$ cat config.mk
export PLATFORM = sky130hd
export DESIGN_NAME = mips_bus_arbiter
export DESIGN_NICKNAME = d
export VERILOG_FILES = /design/src/rtl/mips_bus_arbiter.sv
export SDC_FILE = /design/constraint.sdc
export NUM_CORES = 1
export LEC_CHECK = 0
export ABC_AREA = 1
export BUFFER_PORTS_ARGS = -buffer_cell sky130_fd_sc_hd__clkbuf_2
export CAP_MARGIN = 5
export CORE_AREA = 2 2 107 109
export CTS_CLUSTER_SIZE = 16
export DETAILED_ROUTE_END_ITERATION = 8
export DIE_AREA = 0 0 109 111
export PLACE_DENSITY = 0.62
export SETUP_SLACK_MARGIN = 0.5
export SLEW_MARGIN = 5
export SYNTH_ARGS = -nofsm -noshare
export SYNTH_HDL_FRONTEND = slang
export SYNTH_SLANG_ARGS = --single-unit
$ cat constraint.sdc
create_clock -name clk -period 1.4 [get_ports clk]
set_input_delay 0.07 -clock clk [delete_from_list [all_inputs] [get_ports clk]]
set_output_delay 0.07 -clock clk [all_outputs]
set_load 0.05 [all_outputs]
$ cat src/rtl/mips_bus_arbiter.sv
// -----------------------------------------------------------------------------
// mips_bus_arbiter
//
// Shares the CPU's single memory bus between the instruction-fetch port (i_*)
// and the load/store data port (d_*). One transaction is granted at a time.
// Simultaneous requests from IDLE are resolved round-robin against the last
// granted port. A grant is held until the slave drops waitrequest, and a
// sticky bus_error flags any transaction that stalls for WAIT_LIMIT cycles.
//
// Parameters
//   WAIT_LIMIT   consecutive wait-state cycles in one transaction that set
//                bus_error (minimum 1)
//
// Ports
//   clk             sole clock, all state updates on posedge
//   rst             synchronous, active-low reset
//   i_address       instruction-fetch address
//   i_read          instruction-fetch read request
//   i_waitrequest   stall to the fetch port
//   i_readdata      fetch read data (valid in the fetch completion cycle)
//   d_address       data-port address
//   d_read          data read request
//   d_write         data write request
//   d_writedata     store data
//   d_byteenable    store/load byte lanes
//   d_waitrequest   stall to the data port
//   d_readdata      load data (valid in the data completion cycle)
//   address         memory bus address
//   read            memory read strobe
//   write           memory write strobe
//   writedata       memory write data
//   byteenable      memory byte lanes
//   waitrequest     memory stall
//   readdata        memory read data
//   grant           current owner: 00 none, 01 instr, 10 data
//   bus_error       sticky wait-limit violation flag
// -----------------------------------------------------------------------------
module mips_bus_arbiter #(
  parameter int unsigned WAIT_LIMIT = 1024
) (
  input  logic        clk,
  input  logic        rst,

  input  logic [31:0] i_address,
  input  logic        i_read,
  output logic        i_waitrequest,
  output logic [31:0] i_readdata,

  input  logic [31:0] d_address,
  input  logic        d_read,
  input  logic        d_write,
  input  logic [31:0] d_writedata,
  input  logic [3:0]  d_byteenable,
  output logic        d_waitrequest,
  output logic [31:0] d_readdata,

  output logic [31:0] address,
  output logic        read,
  output logic        write,
  output logic [31:0] writedata,
  output logic [3:0]  byteenable,
  input  logic        waitrequest,
  input  logic [31:0] readdata,

  output logic [1:0]  grant,
  output logic        bus_error
);

  // Counter must be able to hold WAIT_LIMIT itself, since it saturates there.
  localparam int unsigned CNT_W = $clog2(WAIT_LIMIT + 1);
  localparam logic [CNT_W-1:0] LIMIT = CNT_W'(WAIT_LIMIT);

  // State encoding doubles as the grant output encoding.
  localparam logic [1:0] IDLE  = 2'b00;
  localparam logic [1:0] GNT_I = 2'b01;
  localparam logic [1:0] GNT_D = 2'b10;

  localparam logic LG_INSTR = 1'b0;
  localparam logic LG_DATA  = 1'b1;

  logic [1:0]       state_q,      state_d;
  logic             last_grant_q, last_grant_d;
  logic [CNT_W-1:0] wait_cnt_q,   wait_cnt_d;
  logic             bus_error_q,  bus_error_d;

  logic i_req;
  logic d_req;
  logic pick_i;

  assign i_req = i_read;
  assign d_req = d_read | d_write;

  // Instr wins when it is the only requester, or on a tie when data was
  // granted last.
  assign pick_i = i_req & (~d_req | (last_grant_q == LG_DATA));

  // ---------------------------------------------------------------------------
  // Next-state logic
  // ---------------------------------------------------------------------------
  always_comb begin
    // NOTE: every variable gets a default before the case so no path leaves
    // it unassigned; otherwise synthesis infers a latch to hold the old value.
    state_d      = state_q;
    last_grant_d = last_grant_q;
    wait_cnt_d   = wait_cnt_q;
    bus_error_d  = bus_error_q;

    case (state_q)
      IDLE: begin
        if (pick_i) begin
          state_d      = GNT_I;
          last_grant_d = LG_INSTR;
          wait_cnt_d   = '0;
        end else if (d_req) begin
          state_d      = GNT_D;
          last_grant_d = LG_DATA;
          wait_cnt_d   = '0;
        end
      end

      GNT_I, GNT_D: begin
        if (!waitrequest) begin
          // Completion cycle: always return to IDLE so the request the master
          // is still holding this cycle is not granted a second time.
          state_d = IDLE;
        end else if (wait_cnt_q != LIMIT) begin
          wait_cnt_d = wait_cnt_q + 1'b1;
          // The grant is not aborted; the error is only recorded.
          if (wait_cnt_q == LIMIT - 1'b1) begin
            bus_error_d = 1'b1;
          end
        end
      end

      default: begin
        state_d = IDLE;
      end
    endcase
  end

  // ---------------------------------------------------------------------------
  // State registers
  // ---------------------------------------------------------------------------
  // NOTE: sequential state is written with non-blocking assignments so every
  // register samples its pre-edge value regardless of statement order.
  always_ff @(posedge clk) begin
    if (!rst) begin
      state_q      <= IDLE;
      last_grant_q <= LG_DATA;   // instr wins the first tie after reset
      wait_cnt_q   <= '0;
      bus_error_q  <= 1'b0;
    end else begin
      state_q      <= state_d;
      last_grant_q <= last_grant_d;
      wait_cnt_q   <= wait_cnt_d;
      bus_error_q  <= bus_error_d;
    end
  end

  // ---------------------------------------------------------------------------
  // Output decode: registered state plus pass-through of the owner's inputs
  // ---------------------------------------------------------------------------
  always_comb begin
    address    = '0;
    read       = 1'b0;
    write      = 1'b0;
    writedata  = '0;
    byteenable = '0;

    case (state_q)
      GNT_I: begin
        address    = i_address;
        read       = 1'b1;
        byteenable = 4'b1111;
      end
      GNT_D: begin
        address    = d_address;
        write      = d_write;
        // A malformed read+write request is treated as a write.
        read       = d_read & ~d_write;
        writedata  = d_writedata;
        byteenable = d_byteenable;
      end
      default: ;
    endcase
  end

  assign i_waitrequest = ~((state_q == GNT_I) & ~waitrequest);
  assign d_waitrequest = ~((state_q == GNT_D) & ~waitrequest);

  // Read data is shared; each port only samples it in its own completion cycle.
  assign i_readdata = readdata;
  assign d_readdata = readdata;

  assign grant     = state_q;
  assign bus_error = bus_error_q;

endmodule
# Word-level counts from Yosys, hierarchy flattened

Cells that the tools add are included.

Register bits after elaboration: 15
Bits in latches: 0
Bits in writable memories: 0
ROM bits: 0
Input bits: 138
Output and inout port bits: 139
Logic and storage cells: 48
Memories: 0

Add/subtract/negate cells: 1
Multiply operators: 0
Divide/modulo/power cells: 0
$lt $le $gt $ge: 0
Eq/ne operators: 8
Shift operators: 0
Muxes and demuxes: 16
Bitwise operators: 11
Reductions and logical operators: 8

Operator list:

| kind                                                              | number |
|---|---|
| 32-bit case mux with 2 select lines                               | 1 |
| 11-bit 2-to-1 mux                                                 | 4 |
| 32-bit 2-to-1 mux                                                 | 1 |
| 11-bit case mux with 2 select lines                               | 1 |
| 11-bit by 1-bit adder with 11-bit output, second input constant   | 1 |
| 11-bit by 10-bit == test with 1-bit output, second input constant | 1 |
| 11-bit != test, second input constant                             | 1 |
| 4-bit case mux with 2 select lines                                | 1 |
| 4-bit AND reduction                                               | 2 |
| 2-bit 2-to-1 mux                                                  | 3 |
| 2-bit != test, second input constant                              | 3 |
| 1-bit NOT                                                         | 5 |
| 1-bit AND                                                         | 4 |
| 2-bit case mux with 2 select lines                                | 1 |
| 2-bit AND reduction                                               | 2 |
| 2-bit nonzero test                                                | 2 |
| 1-bit 2-to-1 mux                                                  | 3 |
| 3-bit != test, second input constant                              | 1 |
| 2-bit by 1-bit == test with 1-bit output, second input constant   | 1 |
| 2-bit == test, second input constant                              | 1 |
| 2-bit zero test                                                   | 1 |
| 1-bit bitwise OR                                                  | 2 |
| 1-bit case mux with 2 select lines                                | 1 |
| 2-bit OR reduction                                                | 1 |

# Longest topological paths before layout

Gate-level depths: netlist of the first run.

Depth after elaboration: 6
Mapped depth: 9

# Least setup slack after synthesis of the first run

OpenSTA, ideal clock, no wires.

Path kind: register to output
Start: register state_q[0], in the netlist grant[0]
End: output port address[11]
Arrival: 2,470 ps
Path slack: -1,140 ps
Cell stages (with the launch flop): 8
Path buffers: 3
Cell sequence: dfxtp_1 > inv_1 > ha_1 > buf_4 > clkinv_1 > buf_2 > buf_2 > a21oi_1

Longest elaborated chain between the ends: 2

Ends and longest elaborated chain:

| item                                                                      | RTL line | source |
|---|---|---|
| start, declared                                                           | 81       | `logic [1:0] state_q, state_d;` |
| start signal, assigned                                                    | 153      | `state_q <= state_d;` |
| 2-bit == test or 2-bit by 1-bit == test with 1-bit output (tied branches) | 170      | `case (state_q)` |
| 32-bit case mux with 2 select lines *                                     | 170      |  |
| end, declared                                                             | 57       | `output logic [31:0] address,` |

Every way passes the cells marked *; elsewhere a longest branch is shown, timed or not.

# Worst setup path after layout of the first run

Start: register state_q[1], in the netlist grant[1]
End: output port address[13]

Same word-level chain as after synthesis.

==> impl_metrics.toml, run 1 <==
[floorplanning]
core_area_sq_um = 11100
die_y_microns = 111
rows = 39
die_area_sq_um = 12100
die_w_microns = 109
io_pins = 277
start_util = 0.203

[yosys]
synth_commonest_cells = "nand2_1, buf_4, a21oi_1"
synth_seq_cells = 15
synth.yosys.seq_area_share = 0.133
synth.distinct_cells = 25
synth_edf_count = 0
yosys_most_used_dff = "dfxtp_1"
synth_top_area_share = 0.228
yosysWarnings = 0
synth_top_area_cell = "nand2_1"
synth.area.top_cells = "nand2_1, buf_4, dfxtp_1"
synth_nets = 547
post_synth_instance_area_sq_um = 2250
syn-mean-instance-area_sq_um = 5.57
synth_most_common_cell = "nand2_1"
async_flop_share = 0
synthCells = 404

[clock_tree]
cts_buffers = 3
cts_tree = "yes"
cts_sinks = 15
h-tree-depth = 1
cts_max_path_buffers = 2
clkTransAtPathRegs_ns = 0.05
root_buffer = "clkbuf_16"
clock_latency_ns = 0.25

[timing]
fmax_ghz = 0.606
skew_ns = 0.00122
worst_slack_ns = -0.249
report.final.hold_viol_count = 0
setup_viol = 86
rsz0062_at_grt = "yes"
slew_viol_final = 0
worst_pin_slew_ns = 0.345
min_period_ns = 1.65
post-route-period-util = 1.18
maxSlewHeadroom = 0.768
holdWs_ns = 0.0935

[worst_setup_path]
path_class = "flip-flop to output pin"
worst_setup_path_start_kind = "flip-flop"
cp_max_fo = 7
endpoint_kind = "output pin"
critPathArrivalTime_ns = 1.58
crit_required_ns = 1.33

[global_route]
track_usage = 0.168
grt_pass1_wl_microns = 16000
antenna_found_initial = 1
use_met3 = 0.0535
grt_use_met1 = 0.184
grtUsageMet2 = 0.315
gr-max-usage-layer = "met2"
grt_pass1_vias = 3076
grt_max_degree = 27
grt_remaining_overflow = 0

[routing]
drtPass1Iterations = 4
wl_per_cell_microns = 16.6
drc = 0
drt-initial-drc-count = 100
viasPerCell = 4.41
wl_microns = 11800
detail-route-antenna-nets = 0
dr_total_vias = 3133

[placement]
place_hpwl_microns = 7750
routabilityCongestion = 0.816
port_buffers = 180
pre_cts_ws_ns = -0.0993

[worst_hold_path]
hold_class = "primary input to flip-flop"

[pwr]
power_mw = 4.84
power_density_nw_per_um2 = 887
ir_worst_vdd_v = 0.000586
power_leakage_nw = 2.41

[finish]
area_growth_pct = 142
layout-drive-gt1-share = 0.691
nets = 710
fillers = 982

[status]
violations = "setup timing"
status = "finished, violations left"

[job]
drv_cap = 0
-- cell type report --
type / count / area (sq um) / share of cell area
clock buffers: 4 / 78.8 / 0.0145
repair buffers: 239 / 2660 / 0.487
flip-flops and latches: 15 / 308 / 0.0565
multi-input cells: 257 / 1990 / 0.364
diodes: 1 / 2.50 / 0.000459
well taps: 143 / 179 / 0.0328
inverters: 51 / 240 / 0.0441
-- layout by cell type (no fill, tap or decap), drive strengths merged --
cell type  Yosys  final
nand3         21     21
clkinvlp       0      5
xor2           1      1
o21bai         4      4
ha             5      5
a21oi         51     51
nand3b         1      1
o21ai          4      4
clkinv         2      2
clkbuf        13    121
dfxtp         15     15
nand2        140    142
diode          0      1
nor3b          1      1
buf           70    122
nor2          24     24
nand4          2      2
o21a           1      1
inv           49     44
-- path summary, 6_finish.rpt --
check                                            start                    endpoint  slack, ns  cells past startpoint
worst max register to register   grant[1]$_SDFFE_PN0P_  wait_cnt_q[5]$_SDFFE_PN0P_      -0.20                      8
worst min-delay path                               rst   last_grant_q$_SDFFE_PN1P_       0.09                      2
worst max-delay path             grant[1]$_SDFFE_PN0P_                 address[13]      -0.25                      6
worst min register to register  bus_error$_SDFFE_PN0P_      bus_error$_SDFFE_PN0P_       0.47                      1
-- kinds of logic (layout without fill, tap and decap cells) --
logic type | after synthesis | after routing | synth area share
simple gates | 189 | 191 | 0.357
buf+inv | 134 | 294 | 0.337
compound gates | 60 | 60 | 0.141
flops | 15 | 15 | 0.133
fa+ha+maj | 5 | 5 | 0.0278
xor+xnor | 1 | 1 | 0.00389
other cells | 0 | 1 | 0
-- critical path: stages (launching register included) --
cell,delay (ns)
dfxtp_4,0.38
inv_4,0.05
ha_4,0.30
clkinv_8,0.09
clkbuf_16,0.19
a21oi_4,0.15
buf_12,0.15
-- metal layers --
metal / share of wire / vias up
met5: 0 / -
met4: 0.010 / 0
met3: 0.086 / 12
met2: 0.54 / 153
met1: 0.36 / 1454
li1: - / 1514
-- state kept, by name (all words and copies together), names as in the netlist --
| register | count |
|---|---|
| last_grant_q | 1 |
| grant | 2 |
| bus_error | 1 |
| wait_cnt_q | 11 |
-- power breakdown --
| group | switching (mW) | internal [mW] | total, mW |
|---|---|---|---|
| registers | 0.0313 | 0.473 | 0.504 |
| logic | 2.06 | 1.71 | 3.76 |
| clock network | 0.183 | 0.387 | 0.569 |
-- what timing repair did --
item,4_1_cts,5_1_grt
pin swaps,17,14
setup endpoints to repair,90,90
gates resized for setup,179,99
gates cloned,4,7
hold buffers,0,0
buffers inserted,12,5
-- metrics by stage --
step / instance area [sq um] / utilization / cells / setup TNS (ns)
global route: 5450 / 0.492 / 709 / -19.03
detailed placement: 4010 / 0.362 / 677 / -2.35
global placement: 4010 / 0.362 / 677 / -1.62
finish: 5450 / 0.492 / 710 / -15.21
floorplan: 2960 / - / 404 / -7.33
CTS: 5030 / 0.454 / 697 / -14.09
Power figures use the tool's default switching activity.
==> inputs of run 2 (changes only) <==
--- a/config.mk
+++ b/config.mk
@@ -8,11 +8,11 @@
 export ABC_AREA = 1
 export BUFFER_PORTS_ARGS = -buffer_cell sky130_fd_sc_hd__clkbuf_2
 export CAP_MARGIN = 5
-export CORE_AREA = 2 2 107 109
+export CORE_AREA = 2 2 108 110
 export CTS_CLUSTER_SIZE = 16
 export DETAILED_ROUTE_END_ITERATION = 8
-export DIE_AREA = 0 0 109 111
-export PLACE_DENSITY = 0.62
+export DIE_AREA = 0 0 110 112
+export PLACE_DENSITY = 0.59
 export SETUP_SLACK_MARGIN = 0.5
 export SLEW_MARGIN = 5
 export SYNTH_ARGS = -nofsm -noshare
==> constraint.sdc (replaced) <==
create_clock -name clk -period 1.66 [get_ports clk]
set_input_delay 0.083 -clock clk [delete_from_list [all_inputs] [get_ports clk]]
set_output_delay 0.083 -clock clk [all_outputs]
set_load 0.05 [all_outputs]
==> run 2 against run 1 <==
  * The run still ends with setup timing left
  * Power decreased by 17%
  * Critical endpoint is now writedata[22]
  * Critical path type unchanged
  * Sequential share of layout area about the same
  * Clock skew up 0.0035 ns
==> impl_metrics.toml, run 2 (same netlist as run 1, synthesis figures left out) <==
[finish]
fin_cells = 696
layout_common_cells = "clkbuf_2, nand2_1, a21oi_4"
post-route-util = 0.488
layout-drive-gt1-share = 0.698
diodes = 0
largest_reg_flops = 11
fillers = 972
regMostFlops = "wait_cnt_q"
area_growth_pct = 142
nets = 697
final_common_cell = "clkbuf_2"
fin_area_sq_um = 5450

[status]
status = "finished, violations left"
violations = "setup timing"

[worst_setup_path]
endpoint_kind = "output pin"
max_stage_delay_ns = 0.37
cpMostUsedCell = "buf_12"
path_delay_family = "buffers and inverters"
crit_required_ns = 1.58
path_buf_inv = 6
cp_max_fo = 8
path_class = "flip-flop to output pin"
critPathArrivalTime_ns = 1.61
slowest_stage = "dfxtp_4"
r2r-start = "wait_cnt_q[2]$_SDFFE_PN0P_"
rr_endpoint = "wait_cnt_q[0]$_SDFFE_PN0P_"
worst_setup_path_start_kind = "flip-flop"
reg2reg_depth = 7
ff2ff_setup_slack_ns = -0.02
path_cells = "inv_4 > ha_4 > buf_12 > buf_4 > buf_12 > nand2_4 > clkinvlp_4 > clkbuf_16"

[timing]
rsz0062_at_grt = "yes"
holdWs_ns = 0.101
min_period_ns = 1.70
skew_ns = 0.00467
slew_viol_final = 0
tns_ns = -0.138
fmax_ghz = 0.590
worst_slack_ns = -0.0355
post-route-period-util = 1.02
worst_pin_slew_ns = 0.412
report.final.hold_viol_count = 0
maxSlewHeadroom = 0.725
setup_viol = 10

[routing]
drt-initial-drc-count = 151
wl_microns = 12100
dr_total_vias = 3196
detail-route-antenna-nets = 0
viasPerCell = 4.59
wl_per_cell_microns = 17.4
drc = 0
drtPass1Iterations = 4

[pwr]
clkPwrFrac = 0.124
power_frac_comb = 0.765
ir_worst_vdd_v = 0.000430
power_mw = 3.99
swShare = 0.484
pwr-share-seq = 0.111
power_leakage_nw = 2.42
switchingPower_mw = 1.93
p_int_mw = 2.06
power_density_nw_per_um2 = 732

[worst_hold_path]
hold_class = "primary input to flip-flop"
whs_endpoint = "last_grant_q$_SDFFE_PN1P_"
hold_depth = 2
hp-start = "rst"

[floorplanning]
die_y_microns = 112
die_w_microns = 110
rows = 39
core_area_sq_um = 11200
die_area_sq_um = 12300
io_pins = 277
start_util = 0.201

[global_route]
grt_pass1_wl_microns = 17300
grt_remaining_overflow = 0
grt_max_degree = 18
track_usage = 0.182
antenna_found_initial = 1
grt_pass1_vias = 3228

[clock_tree]
cts_buffers = 3
cts_sinks = 15
clkTransAtPathRegs_ns = 0.05
cts_max_path_buffers = 2
h-tree-depth = 1
root_buffer = "clkbuf_16"
cts_tree = "yes"
clock_latency_ns = 0.26
cts_hold_buf = 0

[placement]
port_buffers = 180
dpl_cell_area_sq_um = 3730
place_hpwl_microns = 7130
routabilityCongestion = 0.786
dp.cells = 653
pre_cts_ws_ns = 0.00331

[job]
drv_cap = 0
==> run 2: power groups by stage <==
stage / logic (mW) / clock network, mW / registers (mW)
5_1_grt: 3.19 / 0.513 / 0.448
6_report: 3.05 / 0.496 / 0.442
2_1_floorplan: 1.93 / 0 / 0.460
3_3_place_gp: 1.98 / 0 / 0.441
3_5_place_dp: 2.00 / 0 / 0.444
4_1_cts: 2.82 / 0.494 / 0.439
==> run 2: worst max-delay path by stage <==
| stage | depth (start not counted) | endpoint | startpoint |
|---|---|---|---|
| 2_1_floorplan | 7 | address[11] | grant[0]$_SDFFE_PN0P_ |
| 3_3_place_gp | 6 | read | grant[1]$_SDFFE_PN0P_ |
| 3_5_place_dp | 6 | read | grant[1]$_SDFFE_PN0P_ |
| 4_1_cts | 6 | address[26] | grant[1]$_SDFFE_PN0P_ |
| 5_1_grt | 8 | wait_cnt_q[0]$_SDFFE_PN0P_ | wait_cnt_q[10]$_SDFFE_PN0P_ |
| 6_report | 8 | writedata[22] | grant[0]$_SDFFE_PN0P_ |
==> run 2: repair_timing <==
action | CTS | global route
pin swaps | 14 | 16
hold endpoints to repair | 0 | 0
endpoints found under the setup margin | 86 | 87
cloned | 7 | 2
setup buffers | 24 | 6
resized for setup | 234 | 71
==> run 2: cell type report <==
class / count / area, sq um / area share
tap: 143 / 179 / 0.0328
inverter: 51 / 250 / 0.0459
timing repair buffer: 226 / 2600 / 0.477
clock buffer: 3 / 75.1 / 0.0138
timing repair inverter: 1 / 7.51 / 0.00138
clock inverter: 1 / 5.00 / 0.000918
sequential: 15 / 309 / 0.0567
multi-input combinational: 256 / 2030 / 0.372
==> run 2: layer usage <==
| layer | part of all wire | global-route usage | routed length, microns |
|---|---|---|---|
| met1 | 0.35 | 0.201 | 4260 |
| met2 | 0.53 | 0.327 | 6370 |
| met3 | 0.089 | 0.0498 | 1080 |
| met4 | 0.031 | 0.0616 | 377 |
| met5 | 0.0011 | 0 | 13 |
==> inputs of run 3 (changes only) <==
--- a/config.mk
+++ b/config.mk
@@ -13,6 +13,7 @@
 export DETAILED_ROUTE_END_ITERATION = 8
 export DIE_AREA = 0 0 110 112
 export PLACE_DENSITY = 0.59
+export RECOVER_POWER = 100
 export SETUP_SLACK_MARGIN = 0.5
 export SLEW_MARGIN = 5
 export SYNTH_ARGS = -nofsm -noshare
==> constraint.sdc (replaced) <==
create_clock -name clk -period 1.8 [get_ports clk]
set_input_delay 0.09 -clock clk [delete_from_list [all_inputs] [get_ports clk]]
set_output_delay 0.09 -clock clk [all_outputs]
set_load 0.05 [all_outputs]
==> run 3 against run 2 <==
  * The run now ends clean
  * Register-to-register slack better by 0.097 ns
  * Routed wire length down 2.9%
  * Non-clock buffer count down 1
  * Flip-flop and latch count unchanged
  * Cell area down 8.2%
  * Clock-buffer cell count unchanged
  * Sequential power down 7.5%
  * Combinational power down 7.5%
  * Via count down 2.4%
  * Global-route usage down 1.5 points
  * Critical path type unchanged
  * Critical endpoint is now byteenable[1]
  * Largest cell class unchanged
==> impl_metrics.toml, run 3 (same netlist as run 1, synthesis figures left out) <==
[status]
status = "complete, no violations"

[finish]
largest_reg_flops = 11
nets = 697
layout-drive-gt1-share = 0.671
post-route-util = 0.448
layout_common_cells = "clkbuf_2, nand2_1, a21oi_4"
area_growth_pct = 122
fin_area_sq_um = 5000
final_common_cell = "clkbuf_2"
fin_cells = 696
regMostFlops = "wait_cnt_q"
diodes = 0
fillers = 1038

[global_route]
antenna_found_initial = 0
use_met3 = 0.0480
grt_remaining_overflow = 0
gr-max-usage-layer = "met2"
track_usage = 0.167
grt_max_degree = 28
grtUsageMet2 = 0.292
grt_pass1_vias = 3063
grt_pass1_wl_microns = 16100
grt_use_met1 = 0.199

[floorplanning]
die_area_sq_um = 12300
die_y_microns = 112
start_util = 0.201
die_w_microns = 110
rows = 39
io_pins = 277
core_area_sq_um = 11200

[clock_tree]
cts_tree = "yes"
cts_hold_buf = 0
root_buffer = "clkbuf_16"
cts_buffers = 3
clkTransAtPathRegs_ns = 0.05
h-tree-depth = 1
clock_latency_ns = 0.25
cts_sinks = 15
cts_max_path_buffers = 2

[pwr]
power_leakage_nw = 2.36
ir_worst_vdd_v = 0.000391
power_density_nw_per_um2 = 736
power_mw = 3.68

[worst_setup_path]
cp_max_fo = 6
path_buf_inv = 5
reg2reg_depth = 9
ff2ff_setup_slack_ns = 0.08
worst_setup_path_start_kind = "flip-flop"
cp.depth = 7
path_class = "flip-flop to output pin"
endpoint = "byteenable[1]"
slowest_stage = "dfxtp_4"
max_stage_delay_ns = 0.36
path_delay_family = "buffers and inverters"
endpoint_kind = "output pin"
r2r-start = "grant[1]$_SDFFE_PN0P_"
crit_required_ns = 1.71
path_cells = "inv_4 > ha_4 > buf_12 > inv_8 > buf_16 > a21oi_4 > buf_2"
rr_endpoint = "wait_cnt_q[0]$_SDFFE_PN0P_"
critPathArrivalTime_ns = 1.63
crit_start = "grant[1]$_SDFFE_PN0P_"

[worst_hold_path]
hp-start = "rst"
hold_class = "primary input to flip-flop"

[routing]
drt-initial-drc-count = 205
drc = 0
wl_microns = 11800
detail-route-antenna-nets = 0
drtPass1Iterations = 4
viasPerCell = 4.48
wl_per_cell_microns = 16.9
dr_total_vias = 3120

[timing]
rsz0062_at_grt = "yes"
holdWs_ns = 0.142
slew_viol_final = 0
maxSlewHeadroom = 0.590
report.final.hold_viol_count = 0
post-route-period-util = 0.957
setup_viol = 0
skew_ns = 0.00283
tns_ns = 0
min_period_ns = 1.72
fmax_ghz = 0.580
worst_pin_slew_ns = 0.618
worst_slack_ns = 0.0773

[placement]
routabilityCongestion = 0.765
port_buffers = 180
dp.cells = 651
dpl_cell_area_sq_um = 3910
place_hpwl_microns = 7260
pre_cts_ws_ns = 0.235

[job]
drv_cap = 0
run 3: cell count changes in the layout (fill, tap and decap cells not counted), moves of 3 or more:
cell       previous run  this run
buf_12               29        34
buf_2                 0         5
buf_8                36         6
clkbuf_1              0         4
clkbuf_16            26        11
clkbuf_2            108       120
clkbuf_4              0        16
inv_1                12        20
inv_2                21        18
inv_4                11         6
nand2_1              88        92
nand2_2              23        13
nand2_4              26        33
run 3: metal layers:
layer	up-vias	part of all wire
li1	1486	-
met1	1439	0.38
met2	178	0.51
met3	17	0.093
met4	0	0.016
met5	-	0
run 3: worst min path at each step:
stage | to | slack, ns | cells after the start
2_1_floorplan | last_grant_q$_SDFFE_PN1P_ | 0.17 | 1
3_3_place_gp | d_readdata[31] | 0.18 | 0
3_5_place_dp | d_readdata[31] | 0.18 | 0
4_1_cts | last_grant_q$_SDFFE_PN1P_ | 0.13 | 2
5_1_grt | last_grant_q$_SDFFE_PN1P_ | 0.16 | 2
6_report | last_grant_q$_SDFFE_PN1P_ | 0.14 | 2
run 3: repair_timing:
action                     in CTS  in global routing
pin swaps                      13                 22
gates cloned                   10                  2
setup endpoints to repair      84                 86
buffers inserted               22                  7
gates resized for setup       155                 97
run 3: final cells by class:
type | count | area, sq um | share of cell area
flip-flops and latches | 15 | 309 | 0.0617
inverters | 51 | 238 | 0.0475
multi-input cells | 257 | 2050 | 0.410
repair inverters | 1 | 11.3 | 0.00225
clock buffers | 3 | 75.1 | 0.0150
repair buffers | 225 | 2130 | 0.427
clock inverters | 1 | 5.00 | 0.00100
well taps | 143 | 179 | 0.0358
run 3: power breakdown:
part / switching [mW] / internal [mW]
logic: 1.62 / 1.21
clock network: 0.154 / 0.298
registers: 0.0409 / 0.368
